File: src/rtl/note_audio_out.sv
// note_audio_out
//   Turns the per-ear 22-bit note dividers into square-wave tones and shifts
//   them out as 16-bit left-justified stereo samples on the audio DAC pins.
//
// Ports
//   clk             100 MHz system clock
//   rst             synchronous, active-high reset
//   note_div_left   left-ear half-period in clk cycles (0 or 1 = mute)
//   note_div_right  right-ear half-period in clk cycles (0 or 1 = mute)
//   audio_mclk      master clock, clk/4
//   audio_lrck      frame clock, clk/512 (0 = left slot, 1 = right slot)
//   audio_sck       bit clock, clk/16
//   audio_sdin      serial data, MSB first, changes on sck falling edge
module note_audio_out #(
    parameter logic [15:0] AMP = 16'h2000
) (
    input  logic        clk,
    input  logic        rst,
    input  logic [21:0] note_div_left,
    input  logic [21:0] note_div_right,
    output logic        audio_mclk,
    output logic        audio_lrck,
    output logic        audio_sck,
    output logic        audio_sdin
);

    localparam int DATA_W = 16;
    localparam int DIV_W  = 22;

    // Channel 0 is the left ear, channel 1 the right ear.
    logic        [DIV_W-1:0]  note_div [2];
    logic        [DIV_W-1:0]  div_q    [2];
    logic        [DIV_W-1:0]  hcnt     [2];
    logic                     sq       [2];
    logic signed [DATA_W-1:0] sample   [2];

    logic [8:0]  fcnt;
    logic [31:0] frame;

    function automatic logic signed [DATA_W-1:0] tone_sample(
        input logic [DIV_W-1:0] div,
        input logic             phase
    );
        if (div <= DIV_W'(1)) begin
            return '0;
        end else if (phase) begin
            return $signed(AMP);
        end else begin
            return -$signed(AMP);
        end
    endfunction

    assign note_div[0] = note_div_left;
    assign note_div[1] = note_div_right;

    // Tone generators: a new divider always restarts the waveform from the
    // low half-wave, taking priority over a toggle due in the same cycle.
    // The div_q >= 2 guard keeps div_q - 1 from underflowing.
    always_ff @(posedge clk) begin
        for (int ch = 0; ch < 2; ch++) begin
            if (rst) begin
                div_q[ch] <= '0;
                hcnt[ch]  <= '0;
                sq[ch]    <= 1'b0;
            end else if (note_div[ch] != div_q[ch]) begin
                div_q[ch] <= note_div[ch];
                hcnt[ch]  <= '0;
                sq[ch]    <= 1'b0;
            end else if (div_q[ch] <= DIV_W'(1)) begin
                hcnt[ch]  <= '0;
                sq[ch]    <= 1'b0;
            end else if (hcnt[ch] == div_q[ch] - DIV_W'(1)) begin
                hcnt[ch]  <= '0;
                sq[ch]    <= ~sq[ch];
            end else begin
                hcnt[ch]  <= hcnt[ch] + DIV_W'(1);
            end
        end
    end

    assign sample[0] = tone_sample(div_q[0], sq[0]);
    assign sample[1] = tone_sample(div_q[1], sq[1]);

    // Serialiser: the frame is latched from the pre-edge samples on the last
    // count of each frame, so the MSB is on sdin when lrck falls to 0.
    always_ff @(posedge clk) begin
        if (rst) begin
            fcnt  <= '0;
            frame <= '0;
        end else begin
            fcnt <= fcnt + 9'd1;
            if (fcnt == 9'd511) begin
                frame <= {sample[0], sample[1]};
            end
        end
    end

    // All pin clocks are plain register bits of the frame counter.
    assign audio_mclk = fcnt[1];
    assign audio_sck  = fcnt[3];
    assign audio_lrck = fcnt[8];
    assign audio_sdin = frame[5'd31 - fcnt[8:4]];

endmodule

File: config.mk
export PLATFORM = sky130hd
export DESIGN_NAME = note_audio_out
export DESIGN_NICKNAME = d
export VERILOG_FILES = /design/src/rtl/note_audio_out.sv
export SDC_FILE = /design/constraint.sdc
export NUM_CORES = 1
export LEC_CHECK = 0
export ABC_CLOCK_PERIOD_IN_PS = 2600
export BUFFER_PORTS_ARGS = -buffer_cell sky130_fd_sc_hd__buf_2
export CORE_ASPECT_RATIO = 0.7
export CORE_MARGIN = 1
export CORE_UTILIZATION = 50
export DETAILED_ROUTE_END_ITERATION = 16
export PLACE_DENSITY = 0.76
export SLEW_MARGIN = 5
export SYNTH_ARGS = -nofsm -noshare
export SYNTH_HDL_FRONTEND = slang
export SYNTH_SLANG_ARGS = --single-unit
export TNS_END_PERCENT = 5
File: constraint.sdc
create_clock -name clk -period 2.6 [get_ports clk]
set_input_delay 0.26 -clock clk [delete_from_list [all_inputs] [get_ports clk]]
set_output_delay 0.26 -clock clk [all_outputs]
set_load 0.02 [all_outputs]
==> flow_summary.json <==
{
  "status": "finished, violations left",
  "violations": "setup timing",
  "port_buffers": 49,
  "start_util_pct": 51.7,
  "die_w_um": 142,
  "hp-start": "note_div_right[9]",
  "r2r_slack_ns": -0.18,
  "leakagePower_nw": 3.22,
  "overflow": 0,
  "wirelength_um": 17600,
  "placed_area_um2": 8040,
  "worstSetupStartpointType": "register",
  "synthCells": 665,
  "synth_async_sr_flop_share_pct": 0,
  "pre_cts_ws_ns": -0.219,
  "grt_pass1_wl_um": 28200,
  "reg2reg_to": "sq[1]",
  "synth_area_per_cell_um2": 10.3,
  "hold_viol": 0,
  "die_area_um2": 14200,
  "rsz0062_at_grt": "yes",
  "crit_start": "div_q[1][0]",
  "final_core_util_pct": 63.9,
  "root_buffer": "clkbuf_16",
  "synth_area_leader_cell": "edfxtp_1",
  "cts.sinks": 103,
  "crit_required_ns": 2.67,
  "fin_skew_ns": 0.00919,
  "clock.fmax_mhz": 360,
  "yosysWarnings": 0,
  "seq_area_frac_synth_pct": 43.2,
  "synth.cell_area_um2": 6860,
  "cts_hold_buf": 0,
  "dp_cells": 993,
  "fin_tns_setup_ns": -3.98,
  "worst_slack_ns": -0.182,
  "final_area_um2": 8480,
  "cts_buffer_depth": 2,
  "crit_arrival_ns": 2.85,
  "period_needed_ns": 2.78,
  "cts_buffers": 9,
  "peakVddDrop_uv": 291,
  "grt_pass1_vias": 5514,
  "slowest_stage": "or4_4",
  "tritoncts": "yes",
  "synth_edf_count": 90,
  "row_count": 35,
  "powerDensity_nw_per_um2": 470,
  "wl_per_cell_um": 17.4,
  "worst_pin_slew_ns": 1.19,
  "worstSetupEndpoint": "sq[1]",
  "die-height_um": 100,
  "num_antenna_cells": 0,
  "synth.most_common_cell": "edfxtp_1",
  "endpoint_kind": "register",
  "drt_iter0_drc": 451,
  "coreArea_um2": 13300,
  "synth_top_area_share_pct": 39.4,
  "synth-seq-cells": 103,
  "drc": 0,
  "ant_nets": 0,
  "synth_cell_types": 57,
  "drive_gt1_share_pct": 25.4,
  "critPathKind": "reg -> reg",
  "r2r-start": "div_q[1][0]",
  "hpwlAfterDp_um": 13400,
  "clkLatencyLatePin_ns": 0.35,
  "htreeDepth": 3,
  "cap_violations": 0,
  "vias": 5590,
  "place_congestion": 0.904,
  "reg2regPathDepth": 8,
  "slew_headroom_pct": 20.4,
  "hp-class": "in -> reg",
  "first_pass_iters": 5,
  "io_pins": 50,
  "fin_crit_sh_pct": 107,
  "area_growth_syn_to_layout_pct": 23.6,
  "ys_top_cells_by_count": "90 x edfxtp_1, 88 x xor2_1, 59 x xnor2_1",
  "synth-main-ff-cell": "edfxtp_1",
  "vias_per_cell": 5.52,
  "fillers": 1025,
  "nNetsFinal": 876,
  "grt_max_degree": 23,
  "max_stage_delay_ns": 0.56,
  "clk_pin_slew_worst_paths_ns": 0.07,
  "maxSlewViolCount": 0,
  "layoutNonFillerInstCount": 1012,
  "yosys-top-cells-area": "edfxtp_1 39%, xor2_1 11%, xnor2_1 7.5%, and2_1 4.2%, dfxtp_1 3.8%",
  "setup_viol": 48,
  "antenna_found_initial": 0,
  "crit_fanout": 15,
  "path_cells": "or4_4 > or3_4 > nor3_2 > a31oi_1 > nor4_1 > and4_4 > buf_12 > or2_1",
  "grt_usage_pct": 25.8
}
worst min-delay path by stage:
stage,to,depth (start not counted)
global placement,fcnt[0],1
global route,div_q[0][17],2
floorplan,fcnt[0],1
finish,div_q[1][9],2
CTS,div_q[1][9],2
detailed placement,frame[15],2
worst max-delay path: cells and delay by family (launching register included):
family,cells,cell delay (ns)
AO/OA/AOI/OAI,1,0.09
buffers and inverters,1,0.16
flip-flops,1,0.44
AND/OR/NAND/NOR,6,1.81
power breakdown:
group	internal [mW]	switching [mW]	leakage (nW)
clock network	0.774	0.632	0.150
logic	0.304	0.329	1.98
registers	1.86	0.0845	1.09
final cells by class:
class / instances / area, um^2 / area share [%]
Multi-Input combinational cell: 560 / 3960 / 46.7
Sequential cell: 103 / 2960 / 34.9
Inverter: 9 / 33.8 / 0.398
Clock buffer: 12 / 279 / 3.29
Clock inverter: 4 / 31.3 / 0.369
Tap cell: 185 / 231 / 2.73
Timing Repair Buffer: 139 / 978 / 11.5
layout by cell type, fill, tap and decap left out, types with 3 or more instances in the layout:
master / instances
o21ai_0: 5
nand2b_1: 8
nor4_1: 24
mux2i_1: 8
o211ai_1: 3
buf_4: 84
nor3_1: 30
nand3b_1: 6
a31oi_1: 4
nor4_4: 7
buf_2: 49
a21oi_1: 3
nand2_1: 30
ha_1: 7
or2_1: 4
nor2_1: 45
conb_1: 44
buf_12: 4
clkbuf_16: 11
or2_2: 3
xnor2_1: 59
and3_1: 8
nor2b_1: 4
inv_1: 7
dfxtp_1: 13
nand3_1: 33
nor3_2: 9
and2_1: 46
edfxtp_1: 90
nor4_2: 21
nand4_1: 18
xor2_1: 88
or3_1: 4
and4_1: 4
a211oi_1: 3
layer usage:
metal	GRT usage [%]	part of all wire [%]	vias up
li1	-	-	2669
met1	38.5	49	2703
met2	37.5	42	194
met3	5.30	7.0	24
met4	7.36	1.2	0
met5	0	0	-
kinds of logic after synthesis:
kind of cell    count (synthesis)  share of synthesized area (%)
fa+ha+maj                       8                           1.46
simple gates                  321                           28.9
other cells                     1                         0.0546
mux                             8                           1.17
buf+inv                        45                           3.25
xor+xnor                      147                           18.8
flops                         103                           43.2
compound gates                 32                           3.21
sequential cells by signal (all words and copies together), names as in the netlist:
name,cells
frame,4
hcnt,44
sq,2
div_q,44
fcnt,9
per-stage QoR:
| stage | hold WS, ns | total power [mW] |
|---|---|---|
| after detailed placement | 0.487 | 2.57 |
| after global placement | 0.455 | 2.55 |
| after global routing | 0.208 | 4.12 |
| after floorplan | 0.437 | 2.31 |
| final | 0.214 | 3.98 |
| after CTS | 0.203 | 3.99 |
repair_timing:
action,CTS,global route
setup endpoints to repair,70,70
pin swaps,5,4
gates resized for setup,11,13
setup buffers,2,1
No activity file was read; power rests on OpenSTA's default activity.
